## src/rtl/mem_writer_pkg.sv

```systemverilog
// Shared types and constants for the mem_writer block-write engine.
// Build option: MEM_WRITER_VERIFY_EN adds a readback CHECK state after every write.
package mem_writer_pkg;

  typedef enum logic [2:0] {
    ST_IDLE   = 3'd0,
    ST_ACCEPT = 3'd1,
    ST_WRITE  = 3'd2,
    ST_CHECK  = 3'd3,
    ST_STEP   = 3'd4,
    ST_DONE   = 3'd5
  } state_e;

  localparam int unsigned WORD_BYTES      = 4;
  localparam logic [31:0] ADDR_ALIGN_MASK = 32'hFFFF_FFFC;

endpackage

```

## src/rtl/mem_wr_addr_gen.sv

```systemverilog
// Address register and remaining-word counter for mem_writer.
// load takes priority over step; last flags the final word of the burst.
module mem_wr_addr_gen
  import mem_writer_pkg::*;
#(
  parameter int CNT_W = 8
) (
  input  logic             clk,
  input  logic             reset,
  input  logic             load,
  input  logic             step,
  input  logic [31:0]      base_addr,
  input  logic [CNT_W-1:0] count,
  output logic [31:0]      address,
  output logic             last
);

  logic [31:0]      address_q, address_d;
  logic [CNT_W-1:0] remaining_q, remaining_d;

  always_comb begin
    address_d   = address_q;
    remaining_d = remaining_q;
    if (load) begin
      address_d   = base_addr & ADDR_ALIGN_MASK;
      remaining_d = count;
    end else if (step) begin
      // 32-bit add wraps 0xFFFFFFFC to 0 naturally
      address_d   = address_q + 32'(WORD_BYTES);
      remaining_d = remaining_q - {{(CNT_W-1){1'b0}}, 1'b1};
    end
  end

  always_ff @(posedge clk or posedge reset) begin
    if (reset) begin
      address_q   <= '0;
      remaining_q <= '0;
    end else begin
      address_q   <= address_d;
      remaining_q <= remaining_d;
    end
  end

  assign address = address_q;
  assign last    = (remaining_q == {{(CNT_W-1){1'b0}}, 1'b1});

endmodule

```

## src/rtl/mem_writer.sv

```systemverilog
// Block-write engine: takes words from a valid/ready stream and writes them to mem at stepping addresses.
// Build option: MEM_WRITER_VERIFY_EN enables the CHECK readback state, read and verify_err.
module mem_writer
  import mem_writer_pkg::*;
#(
  parameter int CNT_W = 8
) (
  input  logic             clk,
  input  logic             reset,
  input  logic             start,
  input  logic [31:0]      base_addr,
  input  logic [CNT_W-1:0] count,
  input  logic [31:0]      data_in,
  input  logic             data_valid,
  output logic             data_ready,
  input  logic [31:0]      memOut,
  output logic [31:0]      address,
  output logic [31:0]      memIn,
  output logic             read,
  output logic             write,
  output logic             busy,
  output logic             done,
  output logic             verify_err
);

  state_e      state_q, state_d;
  logic [31:0] mem_in_q, mem_in_d;
  logic        write_q, write_d;
  logic        read_q, read_d;
  logic        busy_q, busy_d;
  logic        done_q, done_d;
  logic        data_ready_q, data_ready_d;
  logic        verify_err_q, verify_err_d;
  logic        ag_load, ag_step, ag_last;

  mem_wr_addr_gen #(.CNT_W(CNT_W)) u_addr_gen (
    .clk       (clk),
    .reset     (reset),
    .load      (ag_load),
    .step      (ag_step),
    .base_addr (base_addr),
    .count     (count),
    .address   (address),
    .last      (ag_last)
  );

  always_comb begin
    state_d      = state_q;
    mem_in_d     = mem_in_q;
    verify_err_d = verify_err_q;
    ag_load      = 1'b0;
    ag_step      = 1'b0;
    case (state_q)
      ST_IDLE: begin
        if (start) begin
          ag_load      = 1'b1;
          verify_err_d = 1'b0;
          state_d      = (count == '0) ? ST_DONE : ST_ACCEPT;
        end
      end
      ST_ACCEPT: begin
        if (data_valid) begin
          mem_in_d = data_in;
          state_d  = ST_WRITE;
        end
      end
      ST_WRITE: begin
`ifdef MEM_WRITER_VERIFY_EN
        state_d = ST_CHECK;
`else
        state_d = ST_STEP;
`endif
      end
      ST_CHECK: begin
`ifdef MEM_WRITER_VERIFY_EN
        if (memOut != mem_in_q) verify_err_d = 1'b1;
`endif
        state_d = ST_STEP;
      end
      ST_STEP: begin
        ag_step = 1'b1;
        state_d = ag_last ? ST_DONE : ST_ACCEPT;
      end
      ST_DONE: state_d = ST_IDLE;
      default: state_d = ST_IDLE;
    endcase

    // outputs are registered versions of the state being entered
    write_d      = (state_d == ST_WRITE);
    read_d       = (state_d == ST_CHECK);
    busy_d       = (state_d != ST_IDLE);
    done_d       = (state_d == ST_DONE);
    data_ready_d = (state_d == ST_ACCEPT);
  end

  always_ff @(posedge clk or posedge reset) begin
    if (reset) begin
      state_q      <= ST_IDLE;
      mem_in_q     <= '0;
      write_q      <= 1'b0;
      read_q       <= 1'b0;
      busy_q       <= 1'b0;
      done_q       <= 1'b0;
      data_ready_q <= 1'b0;
      verify_err_q <= 1'b0;
    end else begin
      state_q      <= state_d;
      mem_in_q     <= mem_in_d;
      write_q      <= write_d;
      read_q       <= read_d;
      busy_q       <= busy_d;
      done_q       <= done_d;
      data_ready_q <= data_ready_d;
      verify_err_q <= verify_err_d;
    end
  end

  assign memIn      = mem_in_q;
  assign write      = write_q;
  assign busy       = busy_q;
  assign done       = done_q;
  assign data_ready = data_ready_q;

`ifdef MEM_WRITER_VERIFY_EN
  assign read       = read_q;
  assign verify_err = verify_err_q;
`else
  logic unused_verify;
  assign unused_verify = ^{memOut, read_q, verify_err_q};
  assign read       = 1'b0;
  assign verify_err = 1'b0;
`endif

endmodule

```

## config.mk

```make
export PLATFORM = sky130hd
export DESIGN_NAME = mem_writer
export DESIGN_NICKNAME = d
export VERILOG_FILES = /design/src/rtl/mem_writer_pkg.sv /design/src/rtl/mem_wr_addr_gen.sv /design/src/rtl/mem_writer.sv
export SDC_FILE = /design/constraint.sdc
export NUM_CORES = 1
export LEC_CHECK = 0
export ABC_AREA = 1
export CAP_MARGIN = 20
export CORE_MARGIN = 2
export CORE_UTILIZATION = 40
export CTS_BUF_LIST = sky130_fd_sc_hd__clkbuf_4 sky130_fd_sc_hd__clkbuf_8
export CTS_CLUSTER_DIAMETER = 100
export DETAILED_ROUTE_END_ITERATION = 16
export PLACE_DENSITY = 0.91
export SLEW_MARGIN = 20
export SYNTH_ARGS = -nofsm -noshare
export SYNTH_HDL_FRONTEND = slang
export SYNTH_HIERARCHICAL = 1
export SYNTH_SLANG_ARGS = --single-unit
```

## constraint.sdc

```tcl
create_clock -name clk -period 1.5 [get_ports clk]
set_input_delay 0.15 -clock clk [delete_from_list [all_inputs] [get_ports clk]]
set_output_delay 0.15 -clock clk [all_outputs]
set_load 0.1 [all_outputs]
```

==> impl_metrics.py, run 1 <==
metrics = {
    "run_status": {
        "status": "completed",
    },
    "die": {
        "core_area_um2": 10200,
        "ios": 178,
        "initial_core_util_pct": 41.0,
        "fp.dieW_um": 106,
        "die_h_um": 106,
        "row_count": 37,
        "dieArea_um2": 11300,
    },
    "grt": {
        "grt_max_degree": 40,
        "antenna_found_initial": 0,
        "grt_pass1_wl_um": 20900,
        "gr-total-overflow": 0,
        "grt_pass1_vias": 4560,
        "gr-usage-all-layers_pct": 23.1,
    },
    "synthesis": {
        "synth_simple_gate_area_share_pct": 36.3,
        "synth_largest_type_area_fraction_pct": 46.0,
        "synth_seq_cells": 77,
        "synthAdderAreaFrac_pct": 0.896,
        "ys_top_cells_by_area": "dfrtp_1 (46%), nand2_1 (20%), nand3_1 (5.1%)",
        "synth_cell_types": 34,
        "synth_top_family_by_area": "simple AND/OR/NAND/NOR gates",
        "ys_warn_count": 6,
        "synth_cells": 541,
        "avgSynthCellArea_um2": 7.75,
        "yosysSeqAreaShare_pct": 46.0,
        "synth_mux_area_share_pct": 0,
        "synth_top_area_cell": "dfrtp_1",
        "synth_compound_area_share_pct": 8.03,
        "syn_area_um2": 4190,
        "synth-xor-area-share_pct": 2.09,
    },
    "detailed_routing": {
        "drt.antenna.violating_nets": 0,
        "wl_per_cell_um": 15.4,
        "firstDrtPassIters": 5,
        "wirelength_um": 13100,
        "drt_iter0_markers": 226,
        "viasPerCell": 5.13,
        "drc": 0,
        "vias": 4364,
    },
    "sta": {
        "drv_slew": 0,
        "rsz0062_at_grt": "true",
        "worst_slack_ns": 0.0366,
        "setup_violations": 0,
        "finClkSkew_ns": 0.0116,
        "finalCritPeriodShare_pct": 97.6,
        "max_freq_mhz": 683,
        "min_period_ns": 1.46,
        "hold_viol_final": 0,
    },
    "clock_tree": {
        "postCtsHoldBufs": 0,
        "cts_buffer_depth": 2,
        "clock_sinks": 77,
        "htree_levels": 3,
        "cts_buffers": 9,
        "clk_pin_slew_ns": 0.09,
        "clock_latency_ns": 0.34,
        "clock-root-buffer": "clkbuf_8",
        "cts_tree": "yes",
    },
    "critical_path": {
        "critPathRequiredTime_ns": 1.72,
        "slowest_delay_ns": 0.47,
        "worstSetupEndpointType": "flop",
        "start_kind": "flop",
        "cpMaxStageDelayCell": "dfrtp_4",
        "crit_fanout": 6,
        "arrival_ns": 1.68,
        "crit_family": "simple AND/OR/NAND/NOR gates",
        "path_class": "flop to flop",
        "path_cells": "ha_4, nand2_4, nor2_4, nand2_4, nor2_4, nand3_1, nand3_1, nand2_1",
        "path_buf_inv": 0,
    },
    "hold_path": {
        "hold_path_class": "input pin to async pin",
    },
    "run": {
        "cap_violations": 0,
    },
    "finish": {
        "area_growth_pct": 68.9,
        "final_nets": 821,
        "layout_commonest_cell": "nand2_1",
        "insertedDiodeCount": 0,
        "final_cell_mix": "nand2_1 (216), clkdlybuf4s50_1 (73), buf_12 (71)",
        "layout-drive-gt1-share_pct": 28.4,
    },
    "placed_design": {
        "io_buffers": 139,
        "gp_congestion": 0.893,
        "dp.final_hpwl_um": 9790,
        "post-place-ws_ns": -0.146,
    },
}
cells in the mapped netlist:
| cell | n |
|---|---|
| nor2_4 | 13 |
| xor2_1 | 9 |
| buf_8 | 1 |
| o21bai_1 | 4 |
| nor4_1 | 1 |
| buf_1 | 1 |
| nand3_4 | 1 |
| inv_4 | 1 |
| nand2_1 | 221 |
| o211ai_1 | 5 |
| ha_1 | 3 |
| a21oi_2 | 1 |
| a21oi_1 | 2 |
| o21ai_0 | 9 |
| dfrtp_1 | 77 |
| buf_6 | 2 |
| nand2_2 | 7 |
| o221ai_1 | 2 |
| conb_1 | 2 |
| buf_4 | 4 |
| buf_2 | 9 |
| inv_2 | 5 |
| or2_2 | 3 |
| and2_1 | 3 |
| xnor2_1 | 1 |
| nor3b_1 | 1 |
| nand2_4 | 2 |
| a22oi_1 | 25 |
| or2_1 | 1 |
| inv_1 | 32 |
| nor2_2 | 5 |
| clkbuf_1 | 3 |
| nand3_1 | 43 |
| nor2_1 | 42 |
cells by family (layout without fill, tap and decap cells):
family	Yosys count	count (layout)
simple gates	343	343
flops	77	77
buf+inv	58	230
compound gates	48	48
xor+xnor	10	10
fa+ha+maj	3	3
other cells	2	4
final timing paths:
path	to	cells after the start	from	slack, ns
min in group clk	memIn[3]$_DFFE_PP0P_	3	data_in[3]	0.34
min	u_addr_gen/remaining_q[0]$_DFFE_PP0N_	3	reset	0.18
max reg2reg	u_addr_gen/address[28]$_DFFE_PP0N_	8	u_addr_gen/address[3]$_DFFE_PP0N_	0.04
min reg2reg	memIn[13]$_DFFE_PP0P_	2	memIn[13]$_DFFE_PP0P_	0.55
max	u_addr_gen/address[28]$_DFFE_PP0N_	8	u_addr_gen/address[3]$_DFFE_PP0N_	0.04
max in group asynchronous	u_addr_gen/address[16]$_DFFE_PP0N_	3	reset	1.08
layer usage:
| metal | up-vias | global-route usage, % | share of wire, % |
|---|---|---|---|
| met5 | - | 0 | 0 |
| met2 | 258 | 40.1 | 51 |
| li1 | 2046 | - | - |
| met3 | 40 | 8.89 | 11 |
| met4 | 0 | 11.7 | 2.7 |
| met1 | 2020 | 24.3 | 36 |
registers in the layout (all words and copies together) (netlist names):
signal / cells
write: 1
done: 1
state_q: 3
u_addr_gen/address: 30
memIn: 32
data_ready: 1
busy: 1
u_addr_gen/remaining_q: 8
through the flow:
stage / std cells / utilization [%] / hold slack (ns) / area (um2) / TNS, ns
3_5_place_dp: 815 / 64.4 / 0.529 / 6580 / -3.37
3_3_place_gp: 815 / 64.4 / 0.512 / 6580 / -1.14
2_1_floorplan: 543 / - / 0.260 / 4310 / -0.324
5_1_grt: 851 / 69.2 / 0.207 / 7080 / -0.178
6_report: 851 / 69.2 / 0.184 / 7080 / 0
4_1_cts: 834 / 67.4 / 0.182 / 6900 / 0
worst register-to-register path, stage by stage, from the launching register on:
cell     delay (ns)
dfrtp_4        0.47
ha_4           0.17
nand2_4        0.06
nor2_4         0.12
nand2_4        0.11
nor2_4         0.18
nand3_1        0.10
nand3_1        0.09
nand2_1        0.05
area by class of cell:
class / instances / area [um2]
clock buffers: 10 / 138
clock inverters: 6 / 134
fillers: 686 / 3160
inverters: 38 / 145
multi-input cells: 408 / 2080
flip-flops and latches: 77 / 2010
well taps: 136 / 170
repair buffers: 176 / 2400
timing repair:
action | CTS | global route
setup endpoints to repair | 29 | 39
resized for setup | 2 | 18
pin swaps | 0 | 8
hold endpoints to repair | 0 | 0
cloned | 0 | 0
buffers inserted | 3 | 17
Power of run 1 is not shown: default switching activity piles up to over one toggle a cycle in this logic, so the estimate is an artifact.
==> run 2, diff against run 1 <==
- ABC_AREA: 1 -> default
- CORE_UTILIZATION: 40 -> 39
- SLEW_MARGIN: 20 -> 5
==> run 2 against run 1 <==
The run now ends with setup timing left. Via count up 0.76%. Synthesized cell count fell by 33%. Clock-buffer cell count rose by 1. Critical endpoint unchanged. Final cell count is 12% lower. Highest routed layer unchanged. Clock skew increased by 0.0050 ns. Global-route usage rose by 6.5 points. Hold slack got worse by 0.014 ns. Design area up 15%.
==> impl_metrics.py, run 2 <==
metrics = {
    "run_status": {
        "status": "complete, but fails checks",
        "violations": "setup timing",
    },
    "run": {
        "cap_violations": 0,
    },
    "die": {
        "row_count": 36,
        "initial_core_util_pct": 40.1,
        "die_h_um": 104,
        "ios": 178,
        "fp.dieW_um": 104,
        "core_area_um2": 9770,
        "dieArea_um2": 10900,
    },
    "finish": {
        "final_cells": 748,
        "layout_commonest_cell": "buf_4",
        "insertedDiodeCount": 0,
        "largest_register_ffs": 32,
        "final_nets": 721,
        "fin_area_um2": 8130,
        "area_growth_pct": 108,
        "final_cell_mix": "buf_4 (80), buf_12 (75), clkdlybuf4s50_1 (73)",
        "layout-drive-gt1-share_pct": 57.4,
    },
    "critical_path": {
        "path_cells": "nor2_4, and2_4, nand3_4, or4_4, o211ai_1, nand3_2",
        "path_class": "flop to flop",
        "path_buf_inv": 0,
        "worstSetupEndpointType": "flop",
        "slowest_delay_ns": 0.51,
        "worst_r2r_endpoint": "u_addr_gen/address[28]$_DFFE_PP0N_",
        "crit_fanout": 5,
        "crit_family": "simple AND/OR/NAND/NOR gates",
        "start_kind": "flop",
        "rr_worst_depth": 6,
        "cpMaxStageDelayCell": "or4_4",
        "arrival_ns": 2.36,
        "reg2reg_setup_slack_ns": -0.65,
        "critPathRequiredTime_ns": 1.72,
        "r2r_start": "state_q[0]$_DFF_PP0_",
    },
    "synthesis": {
        "synthTopCellsByCount": "dfrtp_1 (77), nand2_1 (44), o21ai_0 (25), mux2_2 (23), nor2_1 (19)",
        "ys.flop_type": "dfrtp_1",
        "syn_area_um2": 3920,
        "synth_top_area_cell": "dfrtp_1",
        "synth_cell_types": 54,
        "synthArstFlopShare_pct": 100,
        "yosysSeqAreaShare_pct": 49.2,
        "avgSynthCellArea_um2": 10.8,
        "synth_cells": 364,
        "synth_largest_type_area_fraction_pct": 49.2,
        "ys_warn_count": 6,
        "synth_seq_cells": 77,
        "ys_top_cells_by_area": "dfrtp_1 (49%), mux2_2 (6.6%), nand2_1 (4.2%)",
        "yosysMostFrequentCell": "dfrtp_1",
        "synth-edff-count": 0,
    },
    "sta": {
        "worst_slack_ns": -0.645,
        "finClkSkew_ns": 0.0167,
        "maxSlewHeadroom_pct": 62.3,
        "rsz0062_at_grt": "true",
        "tightest_slew_ns": 0.558,
        "finalCritPeriodShare_pct": 143,
        "max_freq_mhz": 466,
        "setup_violations": 73,
        "drv_slew": 0,
        "hold_viol_final": 0,
        "min_period_ns": 2.15,
        "whs_ns": 0.170,
    },
    "detailed_routing": {
        "viasPerCell": 5.88,
        "drc": 0,
        "wl_per_cell_um": 25.4,
        "wirelength_um": 19000,
        "drt_iter0_markers": 334,
        "drt.antenna.violating_nets": 0,
        "firstDrtPassIters": 4,
        "vias": 4397,
    },
    "clock_tree": {
        "postCtsHoldBufs": 0,
        "clock_sinks": 77,
        "htree_levels": 3,
        "cts_buffers": 9,
        "cts_tree": "yes",
        "clock-root-buffer": "clkbuf_8",
        "cts_buffer_depth": 2,
        "clk_pin_slew_ns": 0.10,
        "clock_latency_ns": 0.38,
    },
    "placed_design": {
        "io_buffers": 139,
        "post-place-ws_ns": -0.419,
        "gp_congestion": 0.874,
        "dp.cells": 694,
        "dp.final_hpwl_um": 9350,
        "place_area_um2": 6860,
    },
    "grt": {
        "gr-usage-all-layers_pct": 29.7,
        "gr-total-overflow": 0,
        "grt_pass1_wl_um": 25000,
        "grt_pass1_vias": 4413,
        "grt_max_degree": 40,
        "antenna_found_initial": 0,
    },
    "hold_path": {
        "hold_path_class": "input pin to async pin",
    },
}
## run 2: cell types whose count changed after synthesis, sizes merged, moves of 8 or more
cell	before	now
o21ai	9	26
nand2	230	44
or4	0	8
mux2	0	32
nor4	1	10
inv	38	12
nand4	0	15
clkbuf	3	11
xnor2	1	13
nand3	44	17
a22oi	25	0
nor2	60	19
## run 2: final cells by class
| class | instances | area [um2] |
|---|---|---|
| clock buffer | 11 | 151 |
| clock inverter | 5 | 63.8 |
| fill | 456 | 1640 |
| inverter | 12 | 45.0 |
| multi-input combinational | 255 | 2420 |
| sequential | 77 | 2030 |
| tap | 133 | 166 |
| timing repair buffer | 255 | 3260 |
## run 2: cells by family after synthesis
group / after synthesis / share of synthesized area, %
flip-flops: 77 / 49.2
multiplexers: 34 / 10.6
buffers and inverters: 35 / 5.62
AO/OA/AOI/OAI: 52 / 8.30
XOR/XNOR: 20 / 4.47
adder cells (fa/ha/maj): 3 / 0.958
AND/OR/NAND/NOR: 141 / 20.7
other: 2 / 0.192
## run 2: worst register-to-register path: stages, from the launching register on
cell      delay [ns]
dfrtp_2         0.45
nor2_4          0.12
and2_4          0.20
nand3_4         0.10
or4_4           0.51
o211ai_1        0.41
nand3_2         0.19
## run 2: how the worst max path moves through the flow
stage                                             from                                  to  slack (ns)  cells past startpoint
CTS                 u_addr_gen/address[23]$_DFFE_PP0N_  u_addr_gen/address[28]$_DFFE_PP0N_       -0.33                      5
finish                            state_q[0]$_DFF_PP0_  u_addr_gen/address[28]$_DFFE_PP0N_       -0.65                      6
floorplan           u_addr_gen/address[19]$_DFFE_PP0N_  u_addr_gen/address[29]$_DFFE_PP0N_       -0.53                      4
detailed placement                state_q[0]$_DFF_PP0_  u_addr_gen/address[23]$_DFFE_PP0N_       -0.42                      6
global route                      state_q[0]$_DFF_PP0_  u_addr_gen/address[29]$_DFFE_PP0N_       -0.61                      6
global placement                  state_q[0]$_DFF_PP0_  u_addr_gen/address[28]$_DFFE_PP0N_       -0.37                      6
## run 2: through the flow
| stage | setup TNS [ns] | utilization [%] |
|---|---|---|
| final | -17.15 | 83.2 |
| after global routing | -20.07 | 83.2 |
| after CTS | -11.81 | 78.9 |
| after detailed placement | -15.89 | 70.1 |
| after global placement | -12.69 | 70.1 |
| after floorplan | -7.09 | - |
## run 2: layer usage
metal	track usage [%]	wire [um]
met5	0	0
met4	12.5	1190
met3	5.33	1280
met2	53.1	9710
met1	34.9	6830
## run 2: repair_timing
| item | CTS | global route |
|---|---|---|
| cloned | 7 | 5 |
| pin swaps | 40 | 30 |
| resized for setup | 83 | 68 |
| setup endpoints to repair | 73 | 74 |
| buffers inserted | 20 | 15 |
Power of run 2 is left out for the same reason.
==> run 3, diff against run 2 <==
==> constraint.sdc (replaced) <==
create_clock -name clk -period 1.5 [get_ports clk]
set_input_delay 0.375 -clock clk [delete_from_list [all_inputs] [get_ports clk]]
set_output_delay 0.375 -clock clk [all_outputs]
set_load 0.1 [all_outputs]
==> run 3 against run 2 <==
The flow still finishes with violations (setup timing). Die area is the same. Fmax grew 2.7%. Via count grew 2.9%.
==> impl_metrics.py, run 3 (synthesis gave the netlist of run 2 again) <==
metrics = {
    "die": {
        "die_h_um": 104,
        "ios": 178,
        "row_count": 36,
        "fp.dieW_um": 104,
        "dieArea_um2": 10900,
        "initial_core_util_pct": 40.1,
        "core_area_um2": 9770,
    },
    "placed_design": {
        "gp_congestion": 0.852,
        "io_buffers": 139,
        "place_area_um2": 6890,
        "dp.final_hpwl_um": 9300,
        "post-place-ws_ns": -0.559,
    },
    "sta": {
        "setup_violations": 101,
        "max_freq_mhz": 479,
        "worst_slack_ns": -0.590,
        "finalSetupTns_ns": -23.99,
        "min_period_ns": 2.09,
        "hold_viol_final": 0,
        "drv_slew": 0,
        "maxSlewHeadroom_pct": 63.7,
        "finalCritPeriodShare_pct": 139,
        "finClkSkew_ns": 0.0194,
        "rsz0062_at_grt": "true",
        "tightest_slew_ns": 0.539,
    },
    "critical_path": {
        "arrival_ns": 2.36,
        "start_kind": "flop",
        "worstSetupEndpointType": "flop",
        "path_class": "flop to flop",
        "path_cells": "nor2_4, and2_4, buf_4, and4_4, nand2_4, or4b_1, a31oi_1",
        "reg2reg_setup_slack_ns": -0.59,
        "crit_family": "simple AND/OR/NAND/NOR gates",
        "path_buf_inv": 1,
        "crit_fanout": 6,
        "worstSetupStartpoint": "state_q[0]$_DFF_PP0_",
        "critPathRequiredTime_ns": 1.77,
        "r2r_start": "state_q[0]$_DFF_PP0_",
        "slowest_delay_ns": 0.50,
        "cpMaxStageDelayCell": "or4b_1",
    },
    "clock_tree": {
        "clock_sinks": 77,
        "cts_buffers": 9,
        "clk_pin_slew_ns": 0.11,
        "clock_latency_ns": 0.38,
        "cts_buffer_depth": 2,
        "clock-root-buffer": "clkbuf_8",
        "cts_tree": "yes",
        "htree_levels": 3,
    },
    "finish": {
        "area_growth_pct": 113,
        "largest_register_ffs": 32,
        "final_nets": 751,
        "fillCellCount": 433,
        "layout_commonest_cell": "buf_4",
        "layout-drive-gt1-share_pct": 57.2,
        "final_util_pct": 85.4,
        "multi_input_area_um2": 2360,
        "ff_latch_area_um2": 2030,
        "final_cell_mix": "buf_4 (82), buf_12 (75), clkdlybuf4s50_1 (73)",
        "fin_area_um2": 8350,
        "insertedDiodeCount": 0,
    },
    "grt": {
        "gr-usage-all-layers_pct": 28.6,
        "gr-total-overflow": 0,
        "grt_pass1_vias": 4498,
        "grt_max_degree": 40,
        "antenna_found_initial": 0,
        "grt_pass1_wl_um": 24500,
    },
    "hold_path": {
        "hold_path_class": "input pin to async pin",
    },
    "detailed_routing": {
        "wl_per_cell_um": 24.8,
        "vias": 4524,
        "firstDrtPassIters": 5,
        "viasPerCell": 5.81,
        "drt_iter0_markers": 353,
        "drc": 0,
        "wirelength_um": 19300,
        "drt.antenna.violating_nets": 0,
    },
    "run_status": {
        "status": "complete, but fails checks",
        "violations": "setup timing",
    },
    "run": {
        "cap_violations": 0,
    },
}
## run 3: what timing repair did
item	4_1_cts	5_1_grt
pin swaps	39	39
setup endpoints to repair	98	100
gates cloned	5	2
resized for setup	85	91
hold buffers	0	0
setup buffers	30	41
## run 3: area by class of cell
class,count,area share (%)
multi-input combinational,254,28.3
tap,133,1.99
clock inverter,6,0.555
inverter,12,0.540
sequential,77,24.3
clock buffer,10,1.65
timing repair buffer,286,42.6
## run 3: worst paths after layout
kind / to / cells past startpoint
hold reg to reg: memIn[25]$_DFFE_PP0P_ / 1
hold / removal: memIn[26]$_DFFE_PP0P_ / 3
setup / recovery: u_addr_gen/address[29]$_DFFE_PP0N_ / 7
min in group clk: u_addr_gen/remaining_q[5]$_DFFE_PP0N_ / 3
setup reg to reg: u_addr_gen/address[29]$_DFFE_PP0N_ / 7
max in group asynchronous: u_addr_gen/address[14]$_DFFE_PP0N_ / 3
## run 3: stage by stage
| stage | hold slack, ns | std cells |
|---|---|---|
| after floorplan | 0.492 | 366 |
| after global placement | 0.557 | 699 |
| after detailed placement | 0.563 | 699 |
| after CTS | 0.412 | 749 |
| after global routing | 0.440 | 778 |
| final | 0.413 | 778 |
## run 3: worst reg2reg max path, stage by stage, from the launching register on
cell,delay [ns]
dfrtp_2,0.44
nor2_4,0.12
and2_4,0.20
buf_4,0.13
and4_4,0.26
nand2_4,0.10
or4b_1,0.50
a31oi_1,0.24
## run 3: routing by layer
layer  vias to the layer above  GRT usage [%]  wire length [um]
met3                       104           5.64              1350
li1                       1857              -                 -
met1                      2255           31.5              6720
met4                         0           13.2              1140
met5                         -              0                 0
met2                       308           52.7             10100
Power of run 3 is left out for the same reason.
==> variant 1, RTL diff (flow settings as in run 2) <==
Encoding of `state_e`: now one-hot (6 bits for 6 states).
--- a/src/rtl/mem_writer_pkg.sv
+++ b/src/rtl/mem_writer_pkg.sv
@@ -3,11 +3,11 @@
 package mem_writer_pkg;
 
-  typedef enum logic [2:0] {
-    ST_IDLE   = 3'd0,
-    ST_ACCEPT = 3'd1,
-    ST_WRITE  = 3'd2,
-    ST_CHECK  = 3'd3,
-    ST_STEP   = 3'd4,
-    ST_DONE   = 3'd5
+  typedef enum logic [5:0] {
+    ST_IDLE   = 6'b000001,
+    ST_ACCEPT = 6'b000010,
+    ST_WRITE  = 6'b000100,
+    ST_CHECK  = 6'b001000,
+    ST_STEP   = 6'b010000,
+    ST_DONE   = 6'b100000
   } state_e;
 
Function: no difference found for any inputs over 10 cycles, from zero or initial values and one cycle with reset high; not proved beyond that.
==> variant 1 against run 2 <==
  * Count of clock-buffer cells in the layout rose by 3
  * Hold slack worse by 0.059 ns
  * Sequential cell count increased by 3
  * Final area decreased by 3.4%
  * Via count shrank 5.2%
  * The flow still finishes with violations (negative setup slack)
  * Largest cell class unchanged
  * Area after synthesis increased by 3.9%
  * Worst setup slack got worse by 0.060 ns
  * Routed wire length is 18% lower
==> variant 1: results (changes against run 2) <==
| Metric | Value |
|---|---|
| Outcome | finished, violations left |
| Failing checks | negative setup slack |
| Vias per cell | 5.55 (-5.7%) |
| Pre-CTS WS | -0.758 ns (-0.339 ns) |
| DR iter-0 viols | 379 (+13%) |
| Final worst slack | -0.705 ns (-0.0598 ns) |
| Worst EP arrival | 2.51 ns (+0.15 ns) |
| Total GRT Usage | 0.261 (-0.0352) |
| Gpl congestion | 0.900 (+2.9%) |
| CP Max Fanout | 4 (-1) |
| Largest cells by area after synthesis | dfrtp_1 49%, mux2_4 10%, nand2_1 4.1% |
| Initial antenna violation count | 1 (+1) |
| Post-Synth Adder-Cell Area | 0.00922 (-0.000356) |
| Clock skew | 0.0110 ns (-0.00567 ns) |
| TNS Setup | -25.89 ns (-8.74 ns) |
| Mux cell area share after synthesis | 0.117 (+0.0111) |
| Finished Layout Cells | 752 (+0.53%) |
| Largest net degree at the start of global routing | 39 (-2.5%) |
| Post-layout net count | 722 (+0.14%) |
| WL per Instance | 20.8 um (-18%) |
| Setup violations, final | 76 (+4.1%) |
| Vias in the first global route | 4198 (-4.9%) |
| DP HPWL | 9480 um (+1.4%) |
| Placed cells | 713 (+2.7%) |
| Avg Inst Size Synth | 10.9 um^2 (+1.1%) |
| Worst-Skew Late Latency | 0.36 ns (-0.02 ns) |
| Synth Area in Compound Gates | 0.0852 (+0.00214) |
| Synth cell types | 50 (-7.4%) |
==> variant 1: kinds of logic (layout without fill, tap and decap cells) <==
family / Yosys count / count (layout)
AO/OA/AOI/OAI: 54 / 54
buffers and inverters: 36 / 275
multiplexers: 33 / 33
AND/OR/NAND/NOR: 145 / 145
flip-flops: 80 / 80
XOR/XNOR: 21 / 21
other: 2 / 5
adder cells (fa/ha/maj): 3 / 3
==> variant 1: layer usage <==
layer  share of wire  global-route usage  vias up  wire, um
met5         0.00083                   0        -        13
met4           0.035               0.115        2       544
met3           0.074              0.0558       53      1160
met2            0.50               0.439      267      7860
met1            0.39               0.324     2036      6050
li1                -                   -     1812         -
==> variant 1: report_power, final <==
group / leakage, nW / switching [mW] / internal (mW) / total, mW
combinational: 2.40 / 8.70 / 5.48 / 14.2
sequential: 0.974 / 1.02 / 3.23 / 4.25
clock: 0.116 / 0.810 / 0.969 / 1.78
==> variant 1: what timing repair did <==
action,4_1_cts,5_1_grt
setup endpoints to repair,76,77
cloned,5,1
setup buffers,11,17
pin swaps,38,28
resized for setup,65,57
==> variant 1: through the flow <==
step,total power [mW],hold slack [ns]
final,20.2,0.111
after global placement,17.2,0.495
after global routing,20.8,0.155
after detailed placement,17.5,0.493
after CTS,19.6,0.112
after floorplan,11.9,0.267
==> variant 1: area by class of cell <==
class / count / area (um^2)
clock buffer: 14 / 186
clock inverter: 2 / 35.0
fill: 550 / 2370
inverter: 15 / 58.8
multi-input combinational: 261 / 2320
sequential: 80 / 2060
tap: 136 / 170
timing repair buffer: 244 / 3030
==> variant 1: worst paths after layout <==
| path | startpoint | endpoint | depth (start not counted) |
|---|---|---|---|
| worst min register to register | memIn[13]$_DFFE_PP0P_ | memIn[13]$_DFFE_PP0P_ | 1 |
| worst max-delay path | state_q[2]$_DFF_PP0_ | u_addr_gen/address[28]$_DFFE_PP0N_ | 7 |
| worst max register to register | state_q[2]$_DFF_PP0_ | u_addr_gen/address[28]$_DFFE_PP0N_ | 7 |
| max in group asynchronous | reset | memIn[28]$_DFFE_PP0P_ | 3 |
| worst min-delay path | reset | state_q[3]$_DFF_PP0_ | 2 |
| min in group clk | base_addr[10] | u_addr_gen/address[10]$_DFFE_PP0N_ | 3 |
==> variant 1: worst reg2reg max path, cell delays in order (launching register included) <==
cell	delay [ns]
dfrtp_1	0.42
nor4_4	0.30
nand3b_1	0.20
inv_2	0.16
nand3_2	0.11
or4_4	0.45
or4_4	0.44
nand3_2	0.07
==> variant 2, RTL diff (settings of run 2) <==
Made on the original files. Add a define of `MEM_WRITER_VERIFY_EN`.
--- a/src/rtl/mem_writer.sv
+++ b/src/rtl/mem_writer.sv
@@ -1,4 +1,6 @@
 // Block-write engine: takes words from a valid/ready stream and writes them to mem at stepping addresses.
 // Build option: MEM_WRITER_VERIFY_EN enables the CHECK readback state, read and verify_err.
+`define MEM_WRITER_VERIFY_EN
+
 module mem_writer
   import mem_writer_pkg::*;
Function: changed (Yosys sat finds a counterexample within 4 cycles, from zero or initial values and one cycle with reset high).
==> variant 2 against run 2 <==
  * The run still ends with negative setup slack left
  * Sequential cell count rose by 2
  * Global-route usage increased by 2.9 points
  * Area after synthesis is 7.7% higher
  * Final area increased by 14%
  * Worst setup slack better by 0.14 ns
  * Routed wire length up 18%
==> variant 2: results (changes against run 2) <==
| Metric | Value |
|---|---|
| Post-place instance area | 8040 um^2 (+17%) |
| Post-layout net count | 845 (+17%) |
| Vias in the first global route | 5410 (+23%) |
| Post-Synth Adder-Cell Area | 0.00889 (-0.000684) |
| Outcome | finished, violations left |
| XOR/XNOR share of the synthesized area | 0.108 (+0.0632) |
| Synth Area in Compound Gates | 0.0771 (-0.00593) |
| Total GRT Usage | 0.325 (+0.0287) |
| FILL cells | 373 (-18%) |
| Placed cells | 813 (+17%) |
| Crit-path max cell delay | 0.46 ns (-0.05 ns) |
| Gpl congestion | 0.900 (+2.9%) |
| Worst EP arrival | 2.24 ns (-0.12 ns) |
| DR iter-0 viols | 353 (+5.7%) |
| Largest cells by area after synthesis | dfrtp_1 47%, xor2_1 8.1%, mux2_2 7.5% |
| DP HPWL | 12600 um (+34%) |
| Mux cell area share after synthesis | 0.0901 (-0.0156) |
| CP max-delay cell | dfrtp_2 |
| Commonest cells in the netlist | 79 x dfrtp_1, 45 x nand2_1, 39 x xor2_1, 28 x mux2_2, 27 x o21ai_0 |
| Failing checks | negative setup slack |
| FF+latch area | 2160 um^2 (+6.6%) |
| Vias per cell | 5.95 (+1.2%) |
| Final worst slack | -0.507 ns (+0.139 ns) |
| WL per Instance | 25.5 um (+0.50%) |
| Worst-margin pin slew | 0.505 ns (-0.0530 ns) |
| Synth Instances | 410 (+13%) |
| Layout cell share with drive strength beyond 1 | 0.572 (-0.00159) |
| First-pass GRT wire length | 28600 um (+15%) |
| Clock skew | 0.0147 ns (-0.00195 ns) |
| Final WL | 22300 um (+18%) |
| Largest net degree at the start of global routing | 39 (-2.5%) |
| Setup violations, final | 75 (+2.7%) |
| TNS Setup | -17.42 ns (-0.271 ns) |
| Pre-CTS WS | -0.434 ns (-0.0151 ns) |
| Synth cell types | 49 (-9.3%) |
| Buffers on Ports | 173 (+24%) |
[variant 2: layer usage]
metal / vias to the layer above / wire, um / track usage
met5: - / 0 / 0
met4: 0 / 1710 / 0.152
met3: 148 / 1990 / 0.0790
met2: 421 / 11400 / 0.604
met1: 2534 / 7270 / 0.345
li1: 2103 / - / -
[variant 2: layout make-up]
class / instances / area share
sequential: 79 / 0.232
multi-input combinational: 298 / 0.304
tap: 136 / 0.0183
clock inverter: 5 / 0.00350
timing repair buffer: 333 / 0.420
inverter: 13 / 0.00578
clock buffer: 11 / 0.0163
[variant 2: repair_timing]
action / CTS / global route
gates resized for setup: 85 / 67
cloned: 3 / 2
pin swaps: 52 / 49
endpoints found under the setup margin: 73 / 72
buffers inserted: 23 / 24
[variant 2: power by group]
part / total (mW) / leakage [nW] / switching (mW) / internal (mW)
registers: 4.90 / 0.882 / 1.32 / 3.59
clock network: 1.60 / 0.0873 / 0.908 / 0.688
logic: 19.0 / 2.97 / 11.2 / 7.81
total: 25.5 / 3.94 / 13.4 / 12.1
[variant 2: final timing paths]
check | from | end | slack, ns | cells after the start
setup / recovery | state_q[0]$_DFF_PP0_ | u_addr_gen/address[30]$_DFFE_PP0N_ | -0.51 | 8
hold / removal | reset | busy$_DFF_PP0_ | 0.16 | 3
setup reg to reg | state_q[0]$_DFF_PP0_ | u_addr_gen/address[30]$_DFFE_PP0N_ | -0.51 | 8
hold reg to reg | memIn[17]$_DFFE_PP0P_ | memIn[17]$_DFFE_PP0P_ | 0.60 | 1
max in group asynchronous | reset | memIn[24]$_DFFE_PP0P_ | 0.83 | 3
min in group clk | base_addr[5] | u_addr_gen/address[5]$_DFFE_PP0N_ | 0.34 | 3
